===== config.mk =====
export PLATFORM = sky130hd
export DESIGN_NAME = con_ff_unit
export DESIGN_NICKNAME = d
export VERILOG_FILES = /design/src/rtl/con_ff_pkg.sv /design/src/rtl/con_cond_eval.sv /design/src/rtl/con_ff_unit.sv
export SDC_FILE = /design/constraint.sdc
export NUM_CORES = 1
export LEC_CHECK = 0
export CORE_ASPECT_RATIO = 1.5
export CORE_MARGIN = 3
export CORE_UTILIZATION = 43
export CTS_CLUSTER_DIAMETER = 30
export CTS_CLUSTER_SIZE = 10
export DETAILED_ROUTE_END_ITERATION = 10
export HOLD_SLACK_MARGIN = 0.05
export PLACE_DENSITY = 0.9
export SYNTH_ARGS = -nofsm -noshare
export SYNTH_HDL_FRONTEND = slang
export SYNTH_SLANG_ARGS = --single-unit

===== constraint.sdc =====
create_clock -name clock -period 3.68 [get_ports clock]
set_input_delay 0.736 -clock clock [delete_from_list [all_inputs] [get_ports clock]]
set_output_delay 0.736 -clock clock [all_outputs]
set_load 0.02 [all_outputs]

===== src/rtl/con_ff_pkg.sv =====
// Shared condition-code constants and FSM state type for the conditional-branch flip-flop unit.
package con_ff_pkg;

  localparam logic [2:0] CondEqZero = 3'b000;
  localparam logic [2:0] CondNeZero = 3'b001;
  localparam logic [2:0] CondGeZero = 3'b010;
  localparam logic [2:0] CondLtZero = 3'b011;
  localparam logic [2:0] CondGtZero = 3'b100;
  localparam logic [2:0] CondLeZero = 3'b101;
  localparam logic [2:0] CondAlways = 3'b110;
  localparam logic [2:0] CondNever  = 3'b111;

  typedef enum logic [1:0] {
    StIdle = 2'd0,
    StEval = 2'd1,
    StHold = 2'd2
  } con_state_e;

endpackage


===== src/rtl/con_cond_eval.sv =====
// Combinational branch-condition evaluator: 3-bit condition code applied to a signed operand.
module con_cond_eval
  import con_ff_pkg::*;
#(
  parameter int unsigned DATA_W = 32
) (
  input  logic [2:0]        i_code,
  input  logic [DATA_W-1:0] i_operand,
  output logic              o_decision
);

  logic w_zero;
  logic w_sign;

  assign w_zero = (i_operand == '0);
  assign w_sign = i_operand[DATA_W-1];

  always_comb begin
    o_decision = 1'b0;
    case (i_code)
      CondEqZero: o_decision = w_zero;
      CondNeZero: o_decision = !w_zero;
      CondGeZero: o_decision = !w_sign;
      CondLtZero: o_decision = w_sign;
      CondGtZero: o_decision = !w_sign && !w_zero;
      CondLeZero: o_decision = w_sign || w_zero;
      CondAlways: o_decision = 1'b1;
      CondNever:  o_decision = 1'b0;
      default:    o_decision = 1'b0;
    endcase
  end

endmodule


===== src/rtl/con_ff_unit.sv =====
// Registered branch-decision unit: captures operands on a ConIn rising edge and evaluates next cycle.
// Define CON_BRANCH_STATS_EN to build the saturating taken-branch counter on TakenCount.
module con_ff_unit
  import con_ff_pkg::*;
#(
  parameter int unsigned DATA_W   = 32,
  parameter int unsigned COND_LSB = 19,
  parameter int unsigned CNT_W    = 16
) (
  input  logic              clock,
  input  logic              clear,
  input  logic              ConIn,
  input  logic              ConClr,
  input  logic [31:0]       IRout,
  input  logic [DATA_W-1:0] BusMuxOut,
  output logic              ConFFOut,
  output logic              ConValid,
  output logic              ConBusy,
  output logic [CNT_W-1:0]  TakenCount
);

  con_state_e        r_state, w_state_nxt;
  logic              r_conin_d;
  logic [2:0]        r_code, w_code_nxt;
  logic [DATA_W-1:0] r_operand, w_operand_nxt;
  logic              r_ff, w_ff_nxt;
  logic              r_valid, w_valid_nxt;
  logic              w_req;
  logic              w_decision;
  logic              w_taken_evt;
  logic              w_unused_ir;

  assign w_req       = ConIn && !r_conin_d;
  assign w_unused_ir = ^IRout;

  con_cond_eval #(
    .DATA_W(DATA_W)
  ) u_cond_eval (
    .i_code    (r_code),
    .i_operand (r_operand),
    .o_decision(w_decision)
  );

  always_comb begin
    w_state_nxt   = r_state;
    w_code_nxt    = r_code;
    w_operand_nxt = r_operand;
    w_ff_nxt      = r_ff;
    w_valid_nxt   = r_valid;
    w_taken_evt   = 1'b0;
    unique case (r_state)
      StIdle: begin
        // ConClr has priority over a coincident request edge
        if (!ConClr && w_req) begin
          w_code_nxt    = IRout[COND_LSB +: 3];
          w_operand_nxt = BusMuxOut;
          w_state_nxt   = StEval;
        end
      end
      StEval: begin
        if (ConClr) begin
          w_state_nxt = StIdle;
          w_ff_nxt    = 1'b0;
          w_valid_nxt = 1'b0;
        end else begin
          w_state_nxt = StHold;
          w_ff_nxt    = w_decision;
          w_valid_nxt = 1'b1;
          w_taken_evt = w_decision;
        end
      end
      StHold: begin
        if (ConClr) begin
          w_state_nxt = StIdle;
          w_ff_nxt    = 1'b0;
          w_valid_nxt = 1'b0;
        end else if (w_req) begin
          // Re-evaluation: old decision stays visible on ConFFOut until EVAL completes
          w_code_nxt    = IRout[COND_LSB +: 3];
          w_operand_nxt = BusMuxOut;
          w_valid_nxt   = 1'b0;
          w_state_nxt   = StEval;
        end
      end
      default: begin
        w_state_nxt = StIdle;
        w_ff_nxt    = 1'b0;
        w_valid_nxt = 1'b0;
      end
    endcase
  end

  always_ff @(posedge clock or posedge clear) begin
    if (clear) begin
      r_state   <= StIdle;
      r_conin_d <= 1'b0;
      r_code    <= '0;
      r_operand <= '0;
      r_ff      <= 1'b0;
      r_valid   <= 1'b0;
    end else begin
      r_state   <= w_state_nxt;
      r_conin_d <= ConIn;
      r_code    <= w_code_nxt;
      r_operand <= w_operand_nxt;
      r_ff      <= w_ff_nxt;
      r_valid   <= w_valid_nxt;
    end
  end

  assign ConFFOut = r_ff;
  assign ConValid = r_valid;
  assign ConBusy  = (r_state == StEval);

`ifdef CON_BRANCH_STATS_EN
  logic [CNT_W-1:0] r_taken;

  always_ff @(posedge clock or posedge clear) begin
    if (clear) begin
      r_taken <= '0;
    end else if (w_taken_evt && (r_taken != '1)) begin
      r_taken <= r_taken + CNT_W'(1);
    end
  end

  assign TakenCount = r_taken;
`else
  logic w_unused_taken;
  assign w_unused_taken = w_taken_evt;
  assign TakenCount     = '0;
`endif

endmodule


* Yosys cells after proc, flatten, opt, wreduce, memory -nomap -nowiden
Cells that the tools add are included.
** Operators by class
- Eq/ne operators :: 14
- Muxes and demuxes :: 21
- Bitwise logic cells :: 1
- Reductions and logical operators :: 16
** Operators with widths (count)
- $mux 32 :: 3
- $pmux 32 s2 :: 1
- $logic_not 32->1 :: 1
- $eq 3x3->1 const B :: 4
- $mux 3 :: 3
- $mux 2 :: 4
- $ne 2x2->1 const B :: 4
- $pmux 1 s8 :: 1
- $eq 3x2->1 const B :: 2
- $pmux 1 s3 :: 2
- $pmux 2 s3 :: 1
- $pmux 3 s2 :: 1
- $reduce_and 2->1 :: 3
- $mux 1 :: 5
- $logic_not 1->1 :: 4
- $reduce_and 4->1 :: 1
- $eq 3x1->1 const B :: 1
- $logic_and 1x1->1 :: 3
- $logic_not 3->1 :: 1
- $ne 3x3->1 const B :: 1
- $eq 2x1->1 const B :: 1
- $eq 2x2->1 const B :: 1
- $logic_not 2->1 :: 1
- $reduce_bool 2->1 :: 1
- 2 further kinds :: 2
** Word-level totals
- Bits in registers :: 40
- Output and inout bits :: 19
- Logic and storage cells :: 58

* Logic depth before layout (Yosys ltp)
Gate-level depths: netlist of run 1.
- Word-level depth :: 6
- Gate-level depth with buffers :: 5
- Mapped depth without buffers :: 5

* Modules after synthesis
Synthesis of run 1 repeated with hierarchy kept, for this count alone.
** Unflattened totals
- Cells, all modules :: 134
- Area, all modules :: 1890.6 µm²
** Modules (own cells, without submodules)
- con_ff_unit :: times used 1, cells each 111, area each 1725.4 µm²
- con_cond_eval :: times used 1, cells each 23, area each 165.2 µm²

* Worst setup path after synthesis of run 1
Ideal clock, no wire load.
- Path kind :: input to register
- From :: input ConIn
- To :: register r_operand[10]
- Library setup time :: 125 ps
- Data arrival time :: 1720 ps
- Data required time :: 3555 ps
- Path slack :: 1835 ps
- Stages on the path :: 4
- Buffers on the path :: 1
- Cell sequence :: nand2b_1 nor3_4 buf_2 mux2_2
** On the way
- Cells in the longest elaborated chain, start to end :: 4
- Elaborated cells between the ends (all ways) :: 5
** RTL lines
- from (decl) :: RTL line con_ff_unit.sv:12 : input logic ConIn,
- $logic_and 1x1->1 (*) :: RTL line con_ff_unit.sv:33 : assign w_req = ConIn && !r_conin_d;
- $logic_and 1x1->1 :: RTL line con_ff_unit.sv:54 : if (!ConClr && w_req) begin
- $ne 2x2->1 (no source line)
- $reduce_and 4->1 (no source line) (*)
- to (signal assigned) :: RTL line con_ff_unit.sv:105 : r_operand <= w_operand_nxt;
- to (decl) :: RTL line con_ff_unit.sv:25 : logic [DATA_W-1:0] r_operand, w_operand_nxt;
Mark *: on every way between the ends. The rest lies on a longest branch, timed or not.
A chain may end at the register's enable or synchronous reset.

* Final worst setup path of run 1
- From :: register r_state[1]
- To :: output ConBusy
** On the way
- Cells in the longest elaborated chain, start to end :: 1
** RTL lines
- from (decl) :: RTL line con_ff_unit.sv:22 : con_state_e r_state, w_state_nxt;
- from (signal assigned) :: RTL line con_ff_unit.sv:95 : r_state <= StIdle;
- from (signal assigned) :: RTL line con_ff_unit.sv:102 : r_state <= w_state_nxt;
- $eq 2x1->1 :: RTL line con_ff_unit.sv:113 : assign ConBusy = (r_state == StEval);
- to (decl) :: RTL line con_ff_unit.sv:18 : output logic ConBusy,
No other way between the ends.

==> results.py, run 1 <==
metrics = {
    "setup_path": {
        "worstSetupStartpointType": "flip-flop",
        "critPathKind": "flip-flop to primary output",
        "path_max_fanout": 4,
        "rr_worst_depth": 5,
        "cp.arrival_ps": 1510,
        "cp.required_ps": 2940,
        "end_kind": "primary output",
    },
    "floorplan": {
        "coreArea_mm2": 0.003959,
        "rows": 28,
        "dieArea_mm2": 0.004984,
        "initial_core_util": 0.4516,
        "die-height_um": 84.98,
        "die_width_um": 58.65,
        "io_pins": 87,
    },
    "timing": {
        "min_period_ps": 2245,
        "fin_setup_tns_ps": 0,
        "finalHoldViolCount": 0,
        "rsz0062_at_grt": "no",
        "finalMaxSlewViolations": 0,
        "post-route-period-util": 0.6101,
        "fmax_ghz": 0.4454,
        "finalClockSkew_ps": 3.392,
        "setup_violations": 0,
    },
    "place": {
        "port_buffers": 41,
        "gp_congestion": 0.7174,
        "dp_hpwl_mm": 2.210,
    },
    "clock_network": {
        "cts_max_path_buffers": 2,
        "cts_hold_buf": 0,
        "post-cts-setup-buffers": 0,
        "cts-resized-gates": 0,
        "clock-root-buffer": "clkbuf_8",
        "htreeDepth": 2,
        "clkTransAtPathRegs_ps": 70,
        "clkLatencyLatePin_ps": 280,
        "cts_tree": "yes",
        "cts_buffers": 5,
        "cts.sinks": 40,
    },
    "pwr": {
        "switchingPower_mw": 0.2703,
        "vdd_drop_max_uv": 349.4,
        "p_seq_frac": 0.556,
        "finalPower_mw": 1.054,
        "clkPwrFrac": 0.250,
        "p_leak_nw": 0.9366,
        "power_switching_share": 0.2565,
        "power_density_mw_per_mm2": 464.5,
        "pwr-share-comb": 0.194,
        "p_int_mw": 0.7835,
    },
    "global_routing": {
        "grt_max_degree": 41,
        "antenna_found_initial": 0,
        "track_usage": 0.1320,
        "grt_pass1_vias": 1205,
        "grt-ovfl-total": 0,
        "grt_pass1_wl_mm": 5.085,
    },
    "synthesis": {
        "ys_seq_elements": 40,
        "synth_flop_cell": "dfrtp_1",
        "syn_inst": 133,
        "yosysWarnings": 0,
        "synth_top_area_frac": 0.5598,
        "synth.most_common_cell": "dfrtp_1",
        "async_flop_share": 1.000,
        "synthTopCellsByArea": "dfrtp_1 (56%), mux2_2 (21%), buf_4 (6.7%), nor4_2 (2.8%), nor4_1 (1.7%)",
        "yosys.area.top_type": "dfrtp_1",
        "synth_area_mm2": 0.001788,
        "synthTopCellsByCount": "dfrtp_1 (40), mux2_2 (34), buf_4 (16)",
        "ys_seq_area_frac": 0.5598,
        "yosysUniqueCellTypes": 24,
        "synth-edff-count": 0,
        "synth.avg_cell_area_um2": 13.44,
    },
    "hold_path": {
        "hold_depth": 1,
        "hold_class": "flip-flop to flip-flop",
    },
    "detailed_routing": {
        "ant_nets": 0,
        "met2_length_mm": 1.582,
        "wl_met1_mm": 1.146,
        "avgViaCountPerCell": 4.933,
        "wl_mm": 2.948,
        "routed.top_layer": "met4",
        "drc_errors": 0,
        "vias": 1105,
        "drt-initial-drc-count": 26,
        "routedWlPerCell_um": 13.16,
        "dr_wl_met3_um": 199,
        "dr.pass1.iters": 2,
    },
    "cells_and_area": {
        "area_growth_pct": 26.87,
        "antenna_cells": 0,
        "nets": 247,
        "layout-drive-gt1-share": 0.2626,
    },
    "job": {
        "maxCapViolCount": 0,
    },
    "status": {
        "status": "complete, no violations",
    },
}
[sequential cells by signal, summed over array words and instances (netlist names)]
name and count:
r_operand 32, ConFFOut 1, r_state 2, r_code 3
ConValid 1, r_conin_d 1
[power groups by stage]
stage | sequential [mW] | combinational (mW) | clock, mW
global placement | 0.591 | 0.201 | 0
floorplan | 0.586 | 0.143 | 0
CTS | 0.587 | 0.209 | 0.278
global route | 0.600 | 0.226 | 0.295
finish | 0.586 | 0.205 | 0.263
detailed placement | 0.597 | 0.208 | 0
[critical path: stages (launching register included)]
cell and delay [ps]:
dfrtp_1 410, nand2b_1 180, inv_1 60, clkdlybuf4s50_1 590
[layer usage]
layer,GRT usage,up-vias
met5,0,-
met4,0.06186,0
met3,0.03653,2
met2,0.2248,36
met1,0.1492,533
li1,-,534
[per-stage QoR]
step,setup slack [ps],instance area [um^2],util,std cells,hold slack [ps]
6_report,1435,2268,0.5730,224,508.5
3_5_place_dp,1268,2191,0.5534,217,496.4
3_3_place_gp,1306,2191,0.5534,217,490.4
5_1_grt,1312,2268,0.5730,224,527.6
4_1_cts,1418,2268,0.5730,224,512.8
2_1_floorplan,1835,1844,-,148,471.8
[layout by cell type, fill, tap and decap left out, drive strengths merged]
cell / n
a21oi: 3
and2b: 1
buf: 2
clkbuf: 6
clkdlybuf4s50: 41
clkinv: 1
conb: 16
dfrtp: 40
inv: 4
mux2: 34
mux2i: 1
nand2: 4
nand2b: 2
nand3b: 2
nand4: 2
nor3: 2
nor3b: 1
nor4: 9
o21a: 1
o21ai: 4
o41ai: 1
or4: 1
xnor2: 1
[worst paths after layout]
| path | from | endpoint | slack [ps] |
|---|---|---|---|
| min in group asynchronous | clear | r_operand[9] | 890 |
| max | r_state[1] | ConBusy | 1430 |
| max in group asynchronous | clear | ConValid | 2450 |
| max reg2reg | r_operand[19] | ConFFOut | 1940 |
| min reg2reg | r_operand[10] | r_operand[10] | 510 |
| min | r_operand[10] | r_operand[10] | 510 |
[layout make-up]
type	count	area [um^2]
Fill cell	334	1690
Sequential cell	40	1001
Multi-Input combinational cell	85	693.2
Timing Repair Buffer	43	425.4
Clock buffer	6	72.57
Tap cell	45	56.30
Inverter	4	15.01
Clock inverter	1	5.005
[kinds of logic after synthesis]
family	after synthesis	synth area share
other	1	0.002097
AO/OA/AOI/OAI	9	0.02869
AND/OR/NAND/NOR	24	0.1008
multiplexers	35	0.2197
flip-flops	40	0.5598
XOR/XNOR	1	0.004899
buffers and inverters	23	0.08397
(Power assumes the default switching activity.)
==> run 2: changes to the inputs <==
--- a/config.mk
+++ b/config.mk
@@ -7,12 +7,12 @@
 export LEC_CHECK = 0
 export CORE_ASPECT_RATIO = 1.5
 export CORE_MARGIN = 3
-export CORE_UTILIZATION = 43
+export CORE_UTILIZATION = 36
 export CTS_CLUSTER_DIAMETER = 30
 export CTS_CLUSTER_SIZE = 10
 export DETAILED_ROUTE_END_ITERATION = 10
 export HOLD_SLACK_MARGIN = 0.05
-export PLACE_DENSITY = 0.9
+export PLACE_DENSITY = 0.81
 export SYNTH_ARGS = -nofsm -noshare
 export SYNTH_HDL_FRONTEND = slang
 export SYNTH_SLANG_ARGS = --single-unit
==> constraint.sdc (replaced) <==
create_clock -name clock -period 1.98 [get_ports clock]
set_input_delay 0.396 -clock clock [delete_from_list [all_inputs] [get_ports clock]]
set_output_delay 0.396 -clock clock [all_outputs]
set_load 0.02 [all_outputs]
==> run 2 against run 1 <==
Design area rose by 3.7%. Via count is 1.4% higher. Routed wire length grew 4.3%. Worst setup slack got worse by 1300 ps. Non-clock buffer count is 2 higher. Global-route usage shrank 1.3 points. Clock-buffer cell count grew 1. Total power up 92%. Critical path type is now flip-flop to flip-flop. Largest power group unchanged.
==> results.py, run 2 (synthesized netlist as in run 1, its figures left out) <==
metrics = {
    "cells_and_area": {
        "layout_common_cells": "clkdlybuf4s50_1 (40), dfrtp_1 (39), mux2_2 (34)",
        "largestRegisters": "r_operand: 32 flops, r_code: 3 flops, r_state: 2 flops",
        "fillers": 434,
        "stdcell_area_mm2": 0.002352,
        "layout-drive-gt1-share": 0.2802,
        "area_growth_pct": 31.56,
        "final_common_cell": "clkdlybuf4s50_1",
        "instances_no_fill": 246,
        "largest_register_ff_count": 32,
        "top_register": "r_operand",
        "nets": 249,
        "antenna_cells": 0,
    },
    "global_routing": {
        "track_usage": 0.1186,
        "grt-ovfl-total": 0,
        "grt_max_degree": 41,
        "grt_pass1_vias": 1159,
        "grt_pass1_wl_mm": 5.416,
        "antenna_found_initial": 0,
    },
    "setup_path": {
        "path_max_fanout": 4,
        "crit_buf_inv": 0,
        "critPathSlowestCell": "or4_1",
        "worstSetupStartpointType": "flip-flop",
        "cp.arrival_ps": 1960,
        "end_kind": "flip-flop",
        "critPathKind": "flip-flop to flip-flop",
        "cp.required_ps": 2140,
        "max_stage_delay_ps": 510,
        "path_cells": "nor4_2 > nand4_1 > or4_1 > a21oi_1 > o21ai_1",
        "crit_family": "simple AND/OR/NAND/NOR gates",
    },
    "pwr": {
        "vdd_drop_max_uv": 550.5,
        "p_leak_nw": 0.9716,
        "power_density_mw_per_mm2": 861.4,
    },
    "floorplan": {
        "initial_core_util": 0.3841,
        "die-height_um": 92.31,
        "die_width_um": 63.54,
        "coreArea_mm2": 0.004654,
        "dieArea_mm2": 0.005865,
        "io_pins": 87,
        "rows": 30,
    },
    "place": {
        "gp_congestion": 0.7376,
        "placed_area_mm2": 0.002255,
        "port_buffers": 41,
        "dp_hpwl_mm": 2.371,
        "placedCellCount": 238,
    },
    "detailed_routing": {
        "avgViaCountPerCell": 4.557,
        "dr.pass1.iters": 4,
        "routedWlPerCell_um": 12.50,
        "vias": 1121,
        "drc_errors": 0,
        "ant_nets": 0,
        "drt-initial-drc-count": 38,
        "wl_mm": 3.074,
    },
    "timing": {
        "finalMaxSlewViolations": 0,
        "fin_setup_tns_ps": 0,
        "setup_violations": 0,
        "finalHoldViolCount": 0,
        "post-route-period-util": 0.9093,
        "min_period_ps": 1800,
        "finalClockSkew_ps": 3.613,
        "rsz0062_at_grt": "no",
        "fmax_ghz": 0.5554,
    },
    "clock_network": {
        "cts.sinks": 40,
        "cts_buffers": 5,
        "cts_tree": "yes",
        "clock-root-buffer": "clkbuf_8",
        "htreeDepth": 2,
        "cts_max_path_buffers": 2,
        "post-cts-setup-buffers": 0,
        "clkLatencyLatePin_ps": 280,
        "cts_hold_buf": 0,
        "clkTransAtPathRegs_ps": 70,
        "cts-resized-gates": 0,
    },
    "hold_path": {
        "hold_class": "flip-flop to flip-flop",
    },
    "status": {
        "status": "complete, no violations",
    },
    "job": {
        "maxCapViolCount": 0,
    },
}
## run 2: cell count changes in the layout (fill, tap and decap cells not counted)
cell             before  now
clkbuf_8              5    6
clkinv_2              1    0
buf_12                0    2
clkdlybuf4s50_1      41   40
dfrtp_2               0    1
clkinvlp_4            0    1
dlymetal6s2s_1        0    1
dfrtp_1              40   39
## run 2: final timing paths
kind                          startpoint       endpoint  slack [ps]  cells after the start
min in group asynchronous          clear  r_operand[13]         530                      3
max in group asynchronous          clear     r_state[0]        1090                      3
min                         r_operand[4]   r_operand[4]         510                      1
max reg2reg                r_operand[19]       ConFFOut         180                      5
max                        r_operand[19]       ConFFOut         180                      5
min reg2reg                 r_operand[4]   r_operand[4]         510                      1
## run 2: layout make-up
cell class,count,area (um^2),share of cell area
repair buffers,45,467.9,0.1989
flip-flops and latches,40,1002,0.4261
clock buffers,7,86.33,0.03670
inverters,4,15.01,0.006383
well taps,64,80.08,0.03404
clock inverters,1,7.507,0.003191
multi-input cells,85,693.2,0.2947
## run 2: per-stage QoR
stage          hold slack, ps  power, mW  setup WS [ps]  utilization
6_report                513.2      2.026          179.5       0.5054
3_5_place_dp            499.1      1.504          50.62       0.4844
4_1_cts                 516.2      2.059          37.68       0.5046
2_1_floorplan           427.4      1.356          398.4            -
5_1_grt                 536.4      2.152          18.15       0.5054
3_3_place_gp            491.7      1.484          81.09       0.4844
## run 2: where the power goes
group / switching [mW] / leakage, nW / internal (mW)
Combinational: 0.147 / 0.449 / 0.244
Clock: 0.266 / 0.0445 / 0.283
Sequential: 0.108 / 0.478 / 0.979
Total: 0.520 / 0.972 / 1.51
## run 2: layer usage
metal  wire (um)  track usage  vias up
li1            -            -      536
met1        1238       0.1460      540
met2        1575       0.1918       40
met3         203      0.03641        5
met4          57      0.04865        0
met5           0            0        -
